===== src/rtl/gpio_regs_if.sv =====
// Bus-side view of the GPIO register block: byte address, write strobe, size, data.
// Port summary: addr/wen/byt/wdata driven by the CPU side; rdata/hit returned registered.
// Modports: master = CPU data-memory bus side, slave = gpio_regs.
interface gpio_regs_if #(
  parameter int ADDR_W = 10
) ();
  logic [ADDR_W-1:0] addr;
  logic              wen;
  logic              byt;
  logic [15:0]       wdata;
  logic [15:0]       rdata;
  logic              hit;

  modport master (output addr, wen, byt, wdata, input rdata, hit);
  modport slave  (input addr, wen, byt, wdata, output rdata, hit);
endinterface


===== src/rtl/gpio_regs.sv =====
// Purpose: memory-mapped GPIO block, NPORT 8-bit ports with OUT/DIR/IN/ISR/IE_R/IE_F registers and one level irq.
// Latency: writes land on the wen edge; rdata/hit one cycle after addr; pin edge -> IN 2 cycles, -> ISR 3, -> irq 4.
// Backpressure: none; the bus is accepted every cycle, misses return 0 with hit=0.
// Ports: sys_clk, rst_n (async, active-low), bus (gpio_regs_if.slave), gpio_out/gpio_oe (port 0 in [7:0]),
//        gpio_in (raw async pins), irq (registered OR of all ISR bits).
// Optional: define GPIO_DEBOUNCE_EN to insert a DEBOUNCE_CYC-cycle debouncer per input bit after the synchroniser.
module gpio_regs #(
  parameter int ADDR_W    = 10,
  parameter int BASE_ADDR = 'h080,
  parameter int NPORT     = 2
`ifdef GPIO_DEBOUNCE_EN
  , parameter int DEBOUNCE_CYC = 16
`endif
) (
  input  logic                 sys_clk,
  input  logic                 rst_n,
  gpio_regs_if.slave           bus,
  output logic [8*NPORT-1:0]   gpio_out,
  output logic [8*NPORT-1:0]   gpio_oe,
  input  logic [8*NPORT-1:0]   gpio_in,
  output logic                 irq
);
  localparam int PW = 8 * NPORT;
  localparam logic [ADDR_W-1:0] BASE = ADDR_W'(BASE_ADDR);
  localparam logic [ADDR_W-1:0] WIN  = ADDR_W'(6 * NPORT);

  logic [NPORT-1:0][7:0] out_q, out_d, dir_q, dir_d;
  logic [NPORT-1:0][7:0] ier_q, ier_d, ief_q, ief_d, isr_q, isr_d;
  logic [PW-1:0]         sync1_q, sync2_q, prev_q, in_val, rise, fall;
  logic [15:0]           rdata_q, rdata_d;
  logic                  hit_q, hit_d, irq_q, irq_d;
  logic [ADDR_W-1:0]     off;
  logic [31:0]           widx;
  logic                  wr_even, wr_odd;

  // The addr >= BASE term guards against the subtraction wrapping below the window.
  assign off   = bus.addr - BASE;
  assign hit_d = (bus.addr >= BASE) && (off < WIN);
  assign widx  = 32'(off[ADDR_W-1:1]);

  // Word writes touch both bytes regardless of addr[0]; the even byte always
  // takes wdata[7:0] and the odd byte wdata[15:8].
  assign wr_even = bus.wen && hit_d && (!bus.byt || !bus.addr[0]);
  assign wr_odd  = bus.wen && hit_d && (!bus.byt ||  bus.addr[0]);

`ifdef GPIO_DEBOUNCE_EN
  localparam int CW = $clog2(DEBOUNCE_CYC + 1);
  logic [PW-1:0][CW-1:0] cnt_q;
  logic [PW-1:0]         deb_q;

  // IN follows the synchroniser only after DEBOUNCE_CYC consecutive disagreeing cycles.
  always_ff @(posedge sys_clk or negedge rst_n) begin
    if (!rst_n) begin
      cnt_q <= '0;
      deb_q <= '0;
    end else begin
      for (int b = 0; b < PW; b++) begin
        if (sync2_q[b] != deb_q[b]) begin
          if (cnt_q[b] == CW'(DEBOUNCE_CYC - 1)) begin
            deb_q[b] <= sync2_q[b];
            cnt_q[b] <= '0;
          end else begin
            cnt_q[b] <= cnt_q[b] + 1'b1;
          end
        end else begin
          cnt_q[b] <= '0;
        end
      end
    end
  end
  assign in_val = deb_q;
`else
  assign in_val = sync2_q;
`endif

  assign rise = in_val & ~prev_q;
  assign fall = ~in_val & prev_q;

  always_comb begin
    out_d   = out_q;
    dir_d   = dir_q;
    ier_d   = ier_q;
    ief_d   = ief_q;
    isr_d   = isr_q;
    rdata_d = '0;
    for (int p = 0; p < NPORT; p++) begin
      if (hit_d && widx == 32'(p)) begin
        if (wr_even) out_d[p] = bus.wdata[7:0];
        if (wr_odd)  dir_d[p] = bus.wdata[15:8];
        rdata_d = {dir_q[p], out_q[p]};
      end
      if (hit_d && widx == 32'(NPORT + p)) begin
        rdata_d = {isr_q[p], in_val[8*p +: 8]};
      end
      if (hit_d && widx == 32'(2*NPORT + p)) begin
        if (wr_even) ier_d[p] = bus.wdata[7:0];
        if (wr_odd)  ief_d[p] = bus.wdata[15:8];
        rdata_d = {ief_q[p], ier_q[p]};
      end
      // Clear first, then OR in new events so a same-cycle set beats the W1C.
      isr_d[p] = (isr_q[p] & ~((wr_odd && widx == 32'(NPORT + p)) ? bus.wdata[15:8] : 8'h00))
               | (rise[8*p +: 8] & ier_q[p])
               | (fall[8*p +: 8] & ief_q[p]);
    end
  end

  assign irq_d = |isr_q;

  always_ff @(posedge sys_clk or negedge rst_n) begin
    if (!rst_n) begin
      out_q   <= '0;
      dir_q   <= '0;
      ier_q   <= '0;
      ief_q   <= '0;
      isr_q   <= '0;
      sync1_q <= '0;
      sync2_q <= '0;
      prev_q  <= '0;
      rdata_q <= '0;
      hit_q   <= 1'b0;
      irq_q   <= 1'b0;
    end else begin
      out_q   <= out_d;
      dir_q   <= dir_d;
      ier_q   <= ier_d;
      ief_q   <= ief_d;
      isr_q   <= isr_d;
      sync1_q <= gpio_in;
      sync2_q <= sync1_q;
      prev_q  <= in_val;
      rdata_q <= rdata_d;
      hit_q   <= hit_d;
      irq_q   <= irq_d;
    end
  end

  assign bus.rdata = rdata_q;
  assign bus.hit   = hit_q;
  assign gpio_out  = out_q;
  assign gpio_oe   = dir_q;
  assign irq       = irq_q;
endmodule


===== src/flat_wrapper.sv =====
// flat-port wrapper written by rule: the top's interface ports become plain ports
module gpio_regs_flat 
#(
  parameter int ADDR_W    = 10,
  parameter int BASE_ADDR = 'h080,
  parameter int NPORT     = 2

)
  (sys_clk, rst_n, gpio_out, gpio_oe, gpio_in, irq, bus_addr, bus_wen, bus_byt, bus_wdata, bus_rdata, bus_hit);
  gpio_regs_if #(.ADDR_W(ADDR_W)) bus_i ();
  input  logic sys_clk;
  input  logic rst_n;
  output logic [8*NPORT-1:0] gpio_out;
  output logic [8*NPORT-1:0] gpio_oe;
  input  logic [8*NPORT-1:0] gpio_in;
  output logic irq;
  input wire logic [$bits(bus_i.addr)-1:0] bus_addr;
  input wire logic [$bits(bus_i.wen)-1:0] bus_wen;
  input wire logic [$bits(bus_i.byt)-1:0] bus_byt;
  input wire logic [$bits(bus_i.wdata)-1:0] bus_wdata;
  output wire logic [$bits(bus_i.rdata)-1:0] bus_rdata;
  output wire logic [$bits(bus_i.hit)-1:0] bus_hit;
  assign bus_i.addr = bus_addr;
  assign bus_i.wen = bus_wen;
  assign bus_i.byt = bus_byt;
  assign bus_i.wdata = bus_wdata;
  assign bus_rdata = bus_i.rdata;
  assign bus_hit = bus_i.hit;
  gpio_regs #(.ADDR_W(ADDR_W), .BASE_ADDR(BASE_ADDR), .NPORT(NPORT)) u_core (.sys_clk(sys_clk), .rst_n(rst_n), .bus(bus_i), .gpio_out(gpio_out), .gpio_oe(gpio_oe), .gpio_in(gpio_in), .irq(irq));
endmodule

===== config.mk =====
export PLATFORM = sky130hd
export DESIGN_NAME = gpio_regs_flat
export DESIGN_NICKNAME = d
export VERILOG_FILES = /design/src/rtl/gpio_regs_if.sv /design/src/rtl/gpio_regs.sv /design/src/flat_wrapper.sv
export SDC_FILE = /design/constraint.sdc
export NUM_CORES = 1
export LEC_CHECK = 0
export CORE_ASPECT_RATIO = 1.2
export CORE_MARGIN = 2
export CORE_UTILIZATION = 45
export CTS_BUF_LIST = sky130_fd_sc_hd__clkbuf_4 sky130_fd_sc_hd__clkbuf_8
export DETAILED_ROUTE_END_ITERATION = 8
export PLACE_DENSITY_LB_ADDON = 0.25
export SYNTH_ARGS = -nofsm -noshare
export SYNTH_HDL_FRONTEND = slang
export SYNTH_SLANG_ARGS = --single-unit

===== constraint.sdc =====
create_clock -name sys_clk -period 1.3 [get_ports sys_clk]
set_input_delay 0.26 -clock sys_clk [delete_from_list [all_inputs] [get_ports sys_clk]]
set_output_delay 0.26 -clock sys_clk [all_outputs]
set_load 0.02 [all_outputs]

==> flow_summary.json, run 1 <==
{
  "die-height_microns": 132,
  "wl_mm": 19.1,
  "core_area_sq_mm": 0.0132,
  "slew_viol_final": 0,
  "die-width_microns": 110,
  "p_sw_mw": 2.28,
  "hpwl_mm": 12.3,
  "finalHoldViolations": 0,
  "internal_power_mw": 6.77,
  "antenna_found_initial": 0,
  "rsz0062_at_grt": "true",
  "syn_area_per_cell_sq_um": 12.8,
  "pin_count": 96,
  "num_vias": 4903,
  "register_area_sq_mm": 0.00365,
  "netlist-cell-type-count": 44,
  "syn_area_sq_mm": 0.00610,
  "crit_family": "simple AND/OR/NAND/NOR gates",
  "synth_fp_nets": 524,
  "worst-path-stages": 8,
  "startpoint_type": "primary input",
  "clock_path_buffers": 2,
  "holdWs_ns": 0.251,
  "swShare_pct": 25.2,
  "p_leak_nw": 4.11,
  "power.ir.vdd_worst_mv": 0.721,
  "worstRegToRegCells": 3,
  "tightest_slew_ns": 0.430,
  "synth_cells": 476,
  "crit_path_end": "u_core.bus.rdata[10]",
  "synthFlopType": "dfrtp_1",
  "clock_latency_ns": 0.44,
  "antenna_cells": 0,
  "reg2reg_to": "u_core.bus.rdata[15]",
  "critical_path.cell_chain": "buf_8 > inv_12 > ha_4 > xnor2_4 > nand2_1 > or3_4 > buf_6 > o32ai_4",
  "report.power.total_mw": 9.05,
  "dpl-instance-area_sq_mm": 0.00819,
  "crit_required_ns": 1.62,
  "initial_core_util_pct": 46.1,
  "drive_above_1_share_pct": 49.3,
  "status": "finished, violations left",
  "ys_warn_count": 0,
  "cpPeakStageDelay_ns": 0.42,
  "finalSetupViolations": 93,
  "power_density_mw_per_mm2": 964,
  "crit_fanout": 4,
  "grt.overflow.total": 0,
  "drt_pass1_iterations": 5,
  "max_freq_mhz": 686,
  "finalNetCount": 727,
  "violations": "negative setup slack",
  "seq_area_frac_synth_pct": 59.9,
  "skew_ns": 0.0181,
  "holdPathStages": 1,
  "multiInputGateArea_sq_mm": 0.00303,
  "grt_pass1_wl_mm": 28.9,
  "path_clk_slew_ns": 0.08,
  "num_rows": 46,
  "cp_slowest_cell": "or3_4",
  "cts_tree": "done",
  "fin_ws_ns": -0.158,
  "reg2reg_slack_ns": -0.11,
  "min_path_type": "primary input to flop",
  "cts-root-buf": "clkbuf_8",
  "pwr-share-clk_pct": 38.1,
  "crit_buf_inv": 3,
  "drt_iter0_drc": 321,
  "post-route-period-util_pct": 112,
  "viasPerCell": 5.71,
  "worst_setup_path_end_kind": "flop",
  "async_flop_share_pct": 100,
  "post_drt_wl_per_cell_microns": 22.2,
  "post-route-cell-area_sq_mm": 0.00939,
  "grt_max_degree": 39,
  "seqPwrFrac_pct": 51.8,
  "ant_nets": 0,
  "maxSlewHeadroom_pct": 71.0,
  "place_congestion": 0.887,
  "crit_arrival_ns": 1.78,
  "fin_crit_ns": 1.46,
  "clock-sinks": 146,
  "fillers": 886,
  "tns_ns": -9.03,
  "synth_edf_count": 0,
  "combPwrFrac_pct": 10.1,
  "grt_pass1_vias": 5184,
  "drc_errors": 0,
  "grt_use_total_pct": 27.0,
  "cts_made_buffers": 17,
  "post-route-util_pct": 70.9,
  "crit_type": "primary input to flop",
  "setup.worst_path.start": "bus_addr[8]",
  "rr_startpoint": "u_core.gpio_oe[7]",
  "ys_ff_latch": 146,
  "synthToLayoutAreaGrowth_pct": 53.9,
  "cts_max_level": 4,
  "dieArea_sq_mm": 0.0145,
  "port_buffers": 95,
  "drv_cap": 0
}
==> repair_timing <==
item,4_1_cts,5_1_grt
endpoints found under the setup margin,147,119
setup buffers,11,15
hold buffers,1,0
gates resized for setup,334,69
endpoints found under the hold margin,32,0
gates cloned,2,1
pin swaps,16,35
==> routing by layer <==
layer | vias up | share of wire [%] | wire length (microns) | GRT usage [%]
met4 | 0 | 6.2 | 1180 | 15.4
li1 | 2178 | - | - | -
met3 | 58 | 5.8 | 1110 | 5.41
met5 | - | 0 | 0 | 0
met1 | 2445 | 39 | 7460 | 33.4
met2 | 222 | 49 | 9330 | 43.3
==> area by class of cell <==
| cell class | count | share of cell area [%] |
|---|---|---|
| Inverter | 18 | 0.933 |
| Clock buffer | 21 | 3.01 |
| Multi-Input combinational cell | 287 | 32.3 |
| Clock inverter | 10 | 1.08 |
| Sequential cell | 146 | 38.9 |
| Tap cell | 168 | 2.24 |
| Timing Repair Buffer | 209 | 21.5 |
==> cell families (layout without fill, tap and decap cells) <==
kind of cell	count (synthesis)	count (layout)	synth area share [%]
mux	64	64	11.7
compound gates	98	98	12.1
buf+inv	43	258	3.26
xor+xnor	2	2	0.595
fa+ha+maj	2	2	0.410
simple gates	121	121	12.1
flops	146	146	59.9
==> state kept, by name (all words and copies together) (netlist names) <==
| signal | cells |
|---|---|
| u_core.bus.hit | 1 |
| u_core.bus.rdata | 16 |
| u_core.gpio_oe | 16 |
| u_core.gpio_out | 16 |
| u_core.ief_q | 16 |
| u_core.ier_q | 16 |
| u_core.in_val | 16 |
| u_core.irq | 1 |
| u_core.isr_q | 16 |
| u_core.prev_q | 16 |
| u_core.sync1_q | 16 |
==> cell usage in the layout (no fill, tap or decap), types with 8 or more instances in the layout <==
cell             netlist  final
a21oi_1                8      8
mux2_4                 0     56
buf_4                  3     76
a22oi_1               25     18
buf_12                 0     19
nor3_1                 9      8
inv_1                 18     16
nand2b_1               8      8
nor2_1                18     14
or3_1                 10      8
o32ai_2                0     12
o21ai_0                8      8
buf_2                  8     33
clkbuf_8               0     20
dfrtp_1              146    146
buf_6                  2     36
nand2_1               22     20
clkdlybuf4s50_1        0     32
mux2i_1                8      8
o211ai_1              16     16
nand3b_1              17     17
==> worst register-to-register path: stages (launching register included) <==
cell and delay [ns]:
dfrtp_1 0.43, or3_1 0.35, a32oi_2 0.36, o32ai_4 0.14
==> worst min-delay path by stage <==
stage	from	to	slack (ns)
6_report	gpio_in[9]	u_core.sync1_q[9]	0.25
5_1_grt	gpio_in[0]	u_core.sync1_q[0]	0.22
4_1_cts	gpio_in[12]	u_core.sync1_q[12]	0.23
3_5_place_dp	rst_n	u_core.sync1_q[3]	0.20
3_3_place_gp	rst_n	u_core.sync1_q[3]	0.19
2_1_floorplan	rst_n	u_core.bus.hit	-0.04
==> stage by stage <==
step / setup WS [ns] / instances
floorplan: -0.526 / 476
CTS: -0.159 / 843
detailed placement: -1.22 / 798
global placement: -1.20 / 798
global route: -0.180 / 859
finish: -0.158 / 859
==> synthesized netlist by cell type (9+ instances only) <==
master	number	share of area, %
dfrtp_1	146	60
mux2_2	55	10
a22oi_1	25	3.1
nand2_1	22	1.4
inv_1	18	1.1
nor2_1	18	1.1
nand3b_1	17	2.1
o211ai_1	16	2.0
o32ai_1	16	2.3
clkbuf_1	11	0.68
or3_1	10	1.0
nor3_1	9	0.74
==> power groups by stage <==
stage               Sequential [mW]  Combinational, mW  Clock [mW]
global placement               4.77              0.748           0
global route                   4.70              0.972        3.72
finish                         4.69              0.914        3.45
detailed placement             4.77              0.759           0
floorplan                      4.77              0.251           0
CTS                            4.69              0.852        3.51
(Power assumes the default switching activity.)
==> run 2: changes to the inputs <==
SLEW_MARGIN = 20   (was unset)
==> results of run 2 <==
Same layout as run 1: the final DEF is identical, and so are final timing and power.
==> run 3: changes to the inputs <==
ABC_CLOCK_PERIOD_IN_PS = 1300   (was unset)
SETUP_SLACK_MARGIN = 0.3   (was unset)
==> run 3 against run 2 <==
Setup slack improved by 0.029 ns. Sequential power is essentially flat. Sequential share of layout area down 2.0 points. Wire length increased by 8.6%. Hold slack worse by 0.021 ns. Largest power group unchanged. Combinational power increased by 4.7%. Via count grew 5.4%. Critical endpoint is now u_core.gpio_oe[2]. Flip-flop and latch count unchanged. The run still ends with negative setup slack left. Die area is the same.
==> flow_summary.json, run 3 (synthesized netlist as in run 1, its figures left out) <==
{
  "status": "finished, violations left",
  "violations": "negative setup slack",
  "worst_setup_path_end_kind": "flop",
  "crit_arrival_ns": 1.77,
  "startpoint_type": "primary input",
  "finalNetCount": 744,
  "grt_use_total_pct": 29.0,
  "initial_core_util_pct": 46.1,
  "num_rows": 46,
  "dpl-instance-area_sq_mm": 0.00817,
  "viasPerCell": 5.89,
  "finalHoldViolations": 0,
  "die-height_microns": 132,
  "cts_max_level": 4,
  "cpPeakStageDelay_ns": 0.50,
  "grt_pass1_wl_mm": 31.1,
  "maxSlewHeadroom_pct": 72.8,
  "fillers": 771,
  "clock_path_buffers": 2,
  "path_clk_slew_ns": 0.08,
  "clock-sinks": 146,
  "skew_ns": 0.0121,
  "synthToLayoutAreaGrowth_pct": 62.4,
  "rsz0062_at_grt": "true",
  "min_path_type": "primary input to async pin",
  "antenna_found_initial": 0,
  "cts-root-buf": "clkbuf_8",
  "max_freq_mhz": 700,
  "post-route-cell-area_sq_mm": 0.00991,
  "num_vias": 5167,
  "tightest_slew_ns": 0.408,
  "post-route-period-util_pct": 110,
  "layout_commonest_cell": "dfrtp_1",
  "crit_required_ns": 1.64,
  "power.ir.vdd_worst_mv": 0.688,
  "ant_nets": 0,
  "clock_latency_ns": 0.45,
  "hpwl_mm": 12.4,
  "register_area_sq_mm": 0.00366,
  "antenna_cells": 0,
  "fin_ws_ns": -0.129,
  "pin_count": 96,
  "report.power.total_mw": 9.44,
  "drive_above_1_share_pct": 53.7,
  "place_congestion": 0.893,
  "crit_type": "primary input to flop",
  "holdWs_ns": 0.230,
  "cp_slowest_cell": "or4b_4",
  "port_buffers": 95,
  "wl_mm": 20.7,
  "grt_max_degree": 35,
  "final_cell_mix": "143 x dfrtp_1, 92 x buf_4, 70 x buf_6, 56 x mux2_4, 32 x clkdlybuf4s50_1",
  "grt.overflow.total": 0,
  "finalSetupViolations": 96,
  "fin_crit_ns": 1.43,
  "drc_errors": 0,
  "p_leak_nw": 4.25,
  "core_area_sq_mm": 0.0132,
  "critical_path.cell_chain": "buf_8 > inv_12 > ha_4 > or4b_4 > nor3_4 > buf_12 > mux2_4",
  "drv_cap": 0,
  "drt_pass1_iterations": 6,
  "power_density_mw_per_mm2": 953,
  "grt_pass1_vias": 5631,
  "drt_iter0_drc": 431,
  "cts_made_buffers": 17,
  "dieArea_sq_mm": 0.0145,
  "multiInputGateArea_sq_mm": 0.00320,
  "post_drt_wl_per_cell_microns": 23.6,
  "crit_fanout": 8,
  "slew_viol_final": 0,
  "die-width_microns": 110,
  "cts_tree": "done"
}
-- run 3: metal layers --
layer / global-route usage [%] / part of all wire (%) / vias to the layer above
li1: - / - / 2224
met1: 34.5 / 38 / 2623
met2: 48.1 / 51 / 239
met3: 5.16 / 4.7 / 81
met4: 17.0 / 6.5 / 0
met5: 0 / 0 / -
-- run 3: repair_timing --
action,in CTS,in global routing
cloned,2,0
pin swaps,37,30
endpoints found under the setup margin,148,148
hold endpoints to repair,146,0
gates resized for setup,467,41
buffers inserted,34,11
hold buffers,1,0
-- run 3: critical path: cells and delay by family --
kind | cells | cell delay (ns)
muxes | 1 | 0.30
buffers and inverters | 3 | 0.33
and+or+nand+nor | 2 | 0.73
adders and majority gates | 1 | 0.14
-- run 3: path summary, 6_finish.rpt --
path | start | end | slack (ns) | cells past startpoint
max in group asynchronous | rst_n | u_core.gpio_oe[11] | 0.56 | 3
min | rst_n | u_core.ier_q[10] | 0.23 | 2
min reg2reg | u_core.sync1_q[6] | u_core.in_val[6] | 0.34 | 0
min in group sys_clk | gpio_in[9] | u_core.sync1_q[9] | 0.23 | 1
max | bus_addr[8] | u_core.gpio_oe[2] | -0.13 | 7
max reg2reg | u_core.gpio_oe[7] | u_core.bus.rdata[15] | -0.08 | 3
-- run 3: per-stage QoR --
| step | TNS (ns) | utilization (%) | std cells | setup WS [ns] |
|---|---|---|---|---|
| after global placement | -108.06 | 61.7 | 797 | -1.19 |
| after CTS | -5.68 | 72.7 | 866 | -0.130 |
| after floorplan | -38.50 | - | 476 | -0.526 |
| after detailed placement | -110.48 | 61.7 | 797 | -1.24 |
| after global routing | -11.31 | 74.8 | 877 | -0.162 |
| final | -7.51 | 74.8 | 877 | -0.129 |
-- run 3: power by group --
part	total, mW	internal, mW	switching, mW
clock network	3.79	1.97	1.82
logic	0.957	0.461	0.496
registers	4.69	4.63	0.0677
-- run 3: final cells by class --
class                           count  area share [%]
Multi-Input combinational cell    287            32.3
Sequential cell                   146            36.9
Clock inverter                     14            1.79
Timing Repair Buffer              226            23.5
Tap cell                          168            2.12
Inverter                           18           0.884
Clock buffer                       18            2.50
==> RTL edit 1 (config.mk and constraints of run 3) <==
Build with the macro `GPIO_DEBOUNCE_EN` defined.
--- a/src/rtl/gpio_regs.sv
+++ b/src/rtl/gpio_regs.sv
@@ -6,2 +6,4 @@
 // Optional: define GPIO_DEBOUNCE_EN to insert a DEBOUNCE_CYC-cycle debouncer per input bit after the synchroniser.
+`define GPIO_DEBOUNCE_EN
+
 module gpio_regs #(
Function: changed (a bounded check fails within 4 cycles, from zero or initial values and one cycle with rst_n low).
==> RTL edit 1 against run 3 <==
The run still ends with setup timing left; non-clock buffer count is 57 higher; critical path depth is 4 higher; total power is 70% higher; via count is 49% higher; worst setup slack worse by 0.36 ns; clock skew is 0.015 ns higher; wire length is 36% higher; area after synthesis is 63% higher; design area is 56% higher; sequential cell count is 96 higher; count of clock-buffer cells in the layout is 38 higher; synthesized cell count is 68% higher; sequential share of layout area is 2.4 points higher; largest cell class unchanged.
==> RTL edit 1: results (changes against run 3) <==
Clock tree
  • CTS resizes: 460 (-1.5%)
  • Clock Path Buffers: 3 (+1)
  • Inserted Clock Buffers: 39 (+22)
  • Number of setup buffers added after CTS: 57 (+68%)
  • Reg clk slew, reported paths: 0.06 ns (-0.02 ns)
  • Clock latency on the worst-skew pair: 0.55 ns (+0.10 ns)
  • H-Tree Depth: 2 (-2)

Detailed routing
  • Number of optimization iterations in the first detailed-route pass: 4 (-2)
  • Detailed Route Iter0 Violations: 508 (+18%)
  • Detailed-route wire length: 28.25 mm (+36%)

Logic synthesis
  • Avg Synthesized Cell Area: 12.38 sq um (-3.4%)
  • Multiplexer area fraction after synthesis: 9.075% (-2.6 points)
  • Net count after synthesis: 866 (+65%)
  • Complex-gate fraction of the synthesized area: 8.495% (-3.6 points)
  • Post-synth cell types: 43 (-2.3%)
  • Arithmetic-cell share of the synthesized area counting full adders, half adders and majority gates: 2.269% (+1.9 points)
  • Fraction of the yosys area taken by sequential cells: 61.00% (+1.1 points)
  • Parity-gate share of the synthesized area counting xor and xnor cells: 4.323% (+3.7 points)
  • Dominant cells by area after synthesis: dfrtp_1 61%, mux2_2 8.8%, xor2_1 4.3%
  • Most frequent cells after synthesis: 242 x dfrtp_1, 78 x mux2_2, 72 x o21ai_0

Timing
  • Slew margin rel.: 75.70% (+2.9 points)
  • Final critical-path setup slack: -0.4881 ns (-0.3596 ns)
  • Count of endpoints failing setup in the final report: 145 (+51%)
  • Post-route worst hold slack: 0.1575 ns (-0.07223 ns)
  • Final setup skew: 0.02673 ns (+0.01464 ns)

Critical path
  • Startpoint of the worst-slack reg-to-reg timing path: u_core.gpio_oe[3]
  • Termination of the worst setup path: u_core.ief_q[2]
  • Reg-to-reg slack, setup: 0.05 ns (+0.13 ns)
  • Data arrival, critical path: 2.20 ns (+0.43 ns)
  • Start point of the critical path: bus_addr[7]
  • Terminus of the critical flop-to-flop path: u_core.bus.rdata[11]

Global route
  • Vias in the first global route: 8068 (+43%)
  • Wire length of the first global-routing pass: 42.87 mm (+38%)
  • Pin count of the biggest net entering global routing: 44 (+26%)
  • All-layer global routing usage: 23.33% (-5.6 points)

Placed design
  • Post-Place Setup Slack: -1.446 ns (-0.2089 ns)
  • DP Cell Count: 1257 (+58%)
  • Sum of net half-perimeters after detailed placement: 18.09 mm (+46%)
  • Routability-driven placement congestion ratio: 0.9335 (+4.5%)
  • Post-place instance area: 0.01250 sq mm (+53%)

Status
  • Violated checks: setup timing
  • Outcome: finished, violations left

Power and ir drop
  • Power share of the clock group: 42.8% (+2.7 points)
  • Largest vdd supply drop: 730.6 uV (+6.2%)
  • Switching power as a share of total power: 23.92% (-1.3 points)
  • Leak: 7.008 nW (+65%)
  • Total power consumption of the routed design: 16.07 mW (+70%)

Layout
  • Filler cell count: 1452 (+88%)
  • Combined area of the multi-input logic cells: 0.005361 sq mm (+67%)

Hold path
  • Type of the tightest min-delay check: in2reg
[RTL edit 1: changes by cell type in the layout (fill, tap and decap cells not counted), moves of 14 or more]
cell | before | now
dfrtp_1 | 143 | 227
buf_6 | 70 | 109
nor2_1 | 9 | 40
xor2_1 | 0 | 30
clkbuf_8 | 18 | 45
buf_4 | 92 | 117
mux2_4 | 56 | 80
nand2_1 | 19 | 43
nand3_1 | 1 | 23
o21ai_0 | 8 | 27
and2_1 | 1 | 18
o21ai_1 | 0 | 16
o21ai_4 | 0 | 16
and3_4 | 0 | 14
[RTL edit 1: area by class of cell]
| type | count | area share (%) |
|---|---|---|
| clock inverter | 9 | 0.6797 |
| tap | 274 | 2.217 |
| clock buffer | 56 | 4.539 |
| multi-input combinational | 528 | 34.67 |
| timing repair buffer | 283 | 18.04 |
| sequential | 242 | 39.28 |
| inverter | 18 | 0.5664 |
[RTL edit 1: routing by layer]
layer  wire (um)  track usage, %
met2       14000           38.00
met4        1316           10.52
met1       11590           31.03
met5           0               0
met3        1342           3.767
==> RTL edit 2 (settings of run 3) <==
Without the edit above. `rdata_q` no longer has a reset.
--- a/src/rtl/gpio_regs.sv
+++ b/src/rtl/gpio_regs.sv
@@ -118,3 +118,2 @@
       prev_q  <= '0;
-      rdata_q <= '0;
       hit_q   <= 1'b0;
@@ -130,3 +129,2 @@
       prev_q  <= in_val;
-      rdata_q <= rdata_d;
       hit_q   <= hit_d;
@@ -134,2 +132,6 @@
     end
+  end
+
+  always_ff @(posedge sys_clk) begin
+    rdata_q <= rdata_d;
   end
Function: differs if rst_n is asserted again (counterexample within 4 cycles, from zero or initial values and one cycle with rst_n low); with rst_n held inactive, the same outputs for 4 cycles.
==> RTL edit 2 against run 3 <==
The run still ends with setup timing left; synthesized cell count did not move; sequential cell count stayed put; area after synthesis shrank 1.3%; design area down 1.4%; via count shrank 2.6%; wire length shrank 3.1%; worst setup slack got worse by 0.064 ns; count of clock-buffer cells in the layout is 2 higher; final cell count rose by 0.34%; total power is 3.2% lower.
==> RTL edit 2: results (changes against run 3) <==
Logic synthesis
  • Avg Synthesized Cell Area: 12.65 sq um (-1.3%)
  • Dominant cells by area after synthesis: dfrtp_1 54%, mux2_2 10%, dfxtp_1 5.3%
  • Async set-or-reset flop fraction in the synthesized netlist: 89.04% (-11 points)
  • Most frequent cells after synthesis: 130 x dfrtp_1, 55 x mux2_2, 25 x a22oi_1
  • Fraction of the yosys area taken by sequential cells: 59.36% (-0.53 points)
  • Net count after synthesis: 524 (unchanged)
  • Yosys warning count: 0 (unchanged)
  • Primary flip-flop cell chosen by synthesis mapping: dfrtp_1
  • Post-synth cell types: 45 (+2.3%)

Power and ir drop
  • Switching power of the nets: 2.290 mW (-3.8%)
  • Largest vdd supply drop: 746.0 uV (+8.5%)
  • Leak: 4.183 nW (-1.6%)

Detailed routing
  • Detailed Route Iter0 Violations: 352 (-18%)
  • Via count of the routed design: 5033 (-2.6%)
  • Detailed-route wire length: 20.06 mm (-3.1%)
  • Number of optimization iterations in the first detailed-route pass: 5 (-1)

Status
  • Violated checks: setup timing
  • Outcome: finished, violations left

Global route
  • Vias in the first global route: 5278 (-6.3%)
  • Pin count of the biggest net entering global routing: 48 (+37%)
  • Initial antenna violation count: 0 (unchanged)
  • All-layer global routing usage: 28.30% (-0.65 points)
  • Wire length of the first global-routing pass: 29.60 mm (-4.7%)

Timing
  • Count of endpoints failing setup in the final report: 97 (+1.0%)
  • Final setup skew: 0.01433 ns (+0.002247 ns)
  • Final critical-path setup slack: -0.1924 ns (-0.06381 ns)
  • Slew margin rel.: 72.31% (-0.47 points)

Critical path
  • Dominant delay contributor by cell family on the critical path: simple AND/OR/NAND/NOR gates
  • Data arrival, critical path: 1.81 ns (+0.04 ns)
  • Reg-to-reg slack, setup: -0.07 ns
  • Worst Reg-to-Reg Cells: 4 (+1)
  • Start point of the critical path: bus_addr[7]
  • Crit path max fanout: 6 (-2)
  • Critical-path top delay cell: ha_4
  • Peak per-stage delay on the critical path: 0.25 ns (-0.25 ns)
  • Startpoint of the worst-slack reg-to-reg timing path: u_core.gpio_oe[3]
  • Terminus of the critical flop-to-flop path: u_core.bus.rdata[11]

Clock tree
  • Master cell of the clock root buffer: clkbuf_8
  • Clock Path Buffers: 2 (unchanged)
  • Clock latency on the worst-skew pair: 0.45 ns (about the same)
  • Inserted Clock Buffers: 17 (unchanged)
  • Reg clk slew, reported paths: 0.08 ns (about the same)
  • H-Tree Depth: 4 (unchanged)

Layout
  • Number of standard cells in the layout, taps in and fillers out: 880 (+0.34%)
  • Antenna Cells: 0 (unchanged)
  • Post-route cell area: 0.009768 sq mm (-1.4%)
  • Net total in the final layout: 747 (+0.40%)
  • Filler cell count: 794 (+3.0%)
  • Ratio of cells with drive above 1 in the final layout: 54.35% (+0.62 points)

Placed design
  • Post-place instance area: 0.008119 sq mm (-0.66%)
  • DP Cell Count: 801 (+0.50%)
  • Routability-driven placement congestion ratio: 0.9109 (+2.0%)
  • Port-buffer cells: 95 (unchanged)
  • Sum of net half-perimeters after detailed placement: 12.30 mm (-0.90%)

Hold path
  • Type of the tightest min-delay check: in2async
RTL edit 2: cell types whose count changed after synthesis:
cell / delta
dfxtp_1: +16
dfrtp_1: -16
RTL edit 2: metal layers:
metal  up-vias  share of wire (%)  track usage, %
met5         -                  0               0
met4         0                6.2           18.62
met3        74                5.1           4.613
met2       246                 50           45.72
met1      2478                 39           35.08
li1       2235                  -               -
RTL edit 2: cell families after synthesis:
family                     after synthesis  share of synthesized area (%)
xor gates and xnor gates                 2                         0.6029
adders and majority gates                2                         0.4156
muxes                                   64                          11.81
AOI/OAI and AO/OA                       98                          12.24
buffers and inverters                   43                          3.305
and+or+nand+nor                        121                          12.26
DFF                                    146                          59.36
RTL edit 2: worst max path at each step:
stage / end / slack [ns] / cells after the start
global route: u_core.bus.rdata[9] / -0.22 / 10
finish: u_core.bus.rdata[9] / -0.19 / 10
CTS: u_core.gpio_oe[10] / -0.15 / 8
detailed placement: u_core.isr_q[6] / -1.27 / 8
global placement: u_core.gpio_oe[0] / -1.20 / 6
floorplan: u_core.gpio_oe[0] / -0.53 / 8
RTL edit 2: area by class of cell:
| type | count | share of cell area, % |
|---|---|---|
| inverter | 18 | 0.8966 |
| tap | 168 | 2.152 |
| timing repair buffer | 229 | 24.14 |
| sequential | 146 | 36.85 |
| clock inverter | 12 | 1.383 |
| multi-input combinational | 287 | 31.95 |
| clock buffer | 20 | 2.626 |
RTL edit 2: power by group through the flow:
stage / clock network [mW] / registers (mW) / logic (mW)
2_1_floorplan: 0 / 4.76 / 0.251
3_3_place_gp: 0 / 4.76 / 0.740
3_5_place_dp: 0 / 4.77 / 0.746
4_1_cts: 3.57 / 4.68 / 0.872
5_1_grt: 3.78 / 4.69 / 0.976
6_report: 3.53 / 4.68 / 0.920
RTL edit 2: through the flow:
step                      hold WS (ns)  worst slack [ns]  TNS [ns]
after global placement          0.1523            -1.196   -108.25
after detailed placement        0.1556            -1.275   -110.12
after floorplan               -0.03559           -0.5258    -38.32
after global routing            0.2239           -0.2216    -15.64
after CTS                       0.2157           -0.1510    -6.710
final                           0.2142           -0.1924    -12.41
RTL edit 2: timing repair:
item / 4_1_cts / 5_1_grt
gates cloned: 3 / 1
resized for setup: 474 / 32
hold endpoints to repair: 84 / 0
pin swaps: 41 / 27
endpoints found under the setup margin: 148 / 148
buffers inserted: 30 / 12
hold buffers: 1 / 0
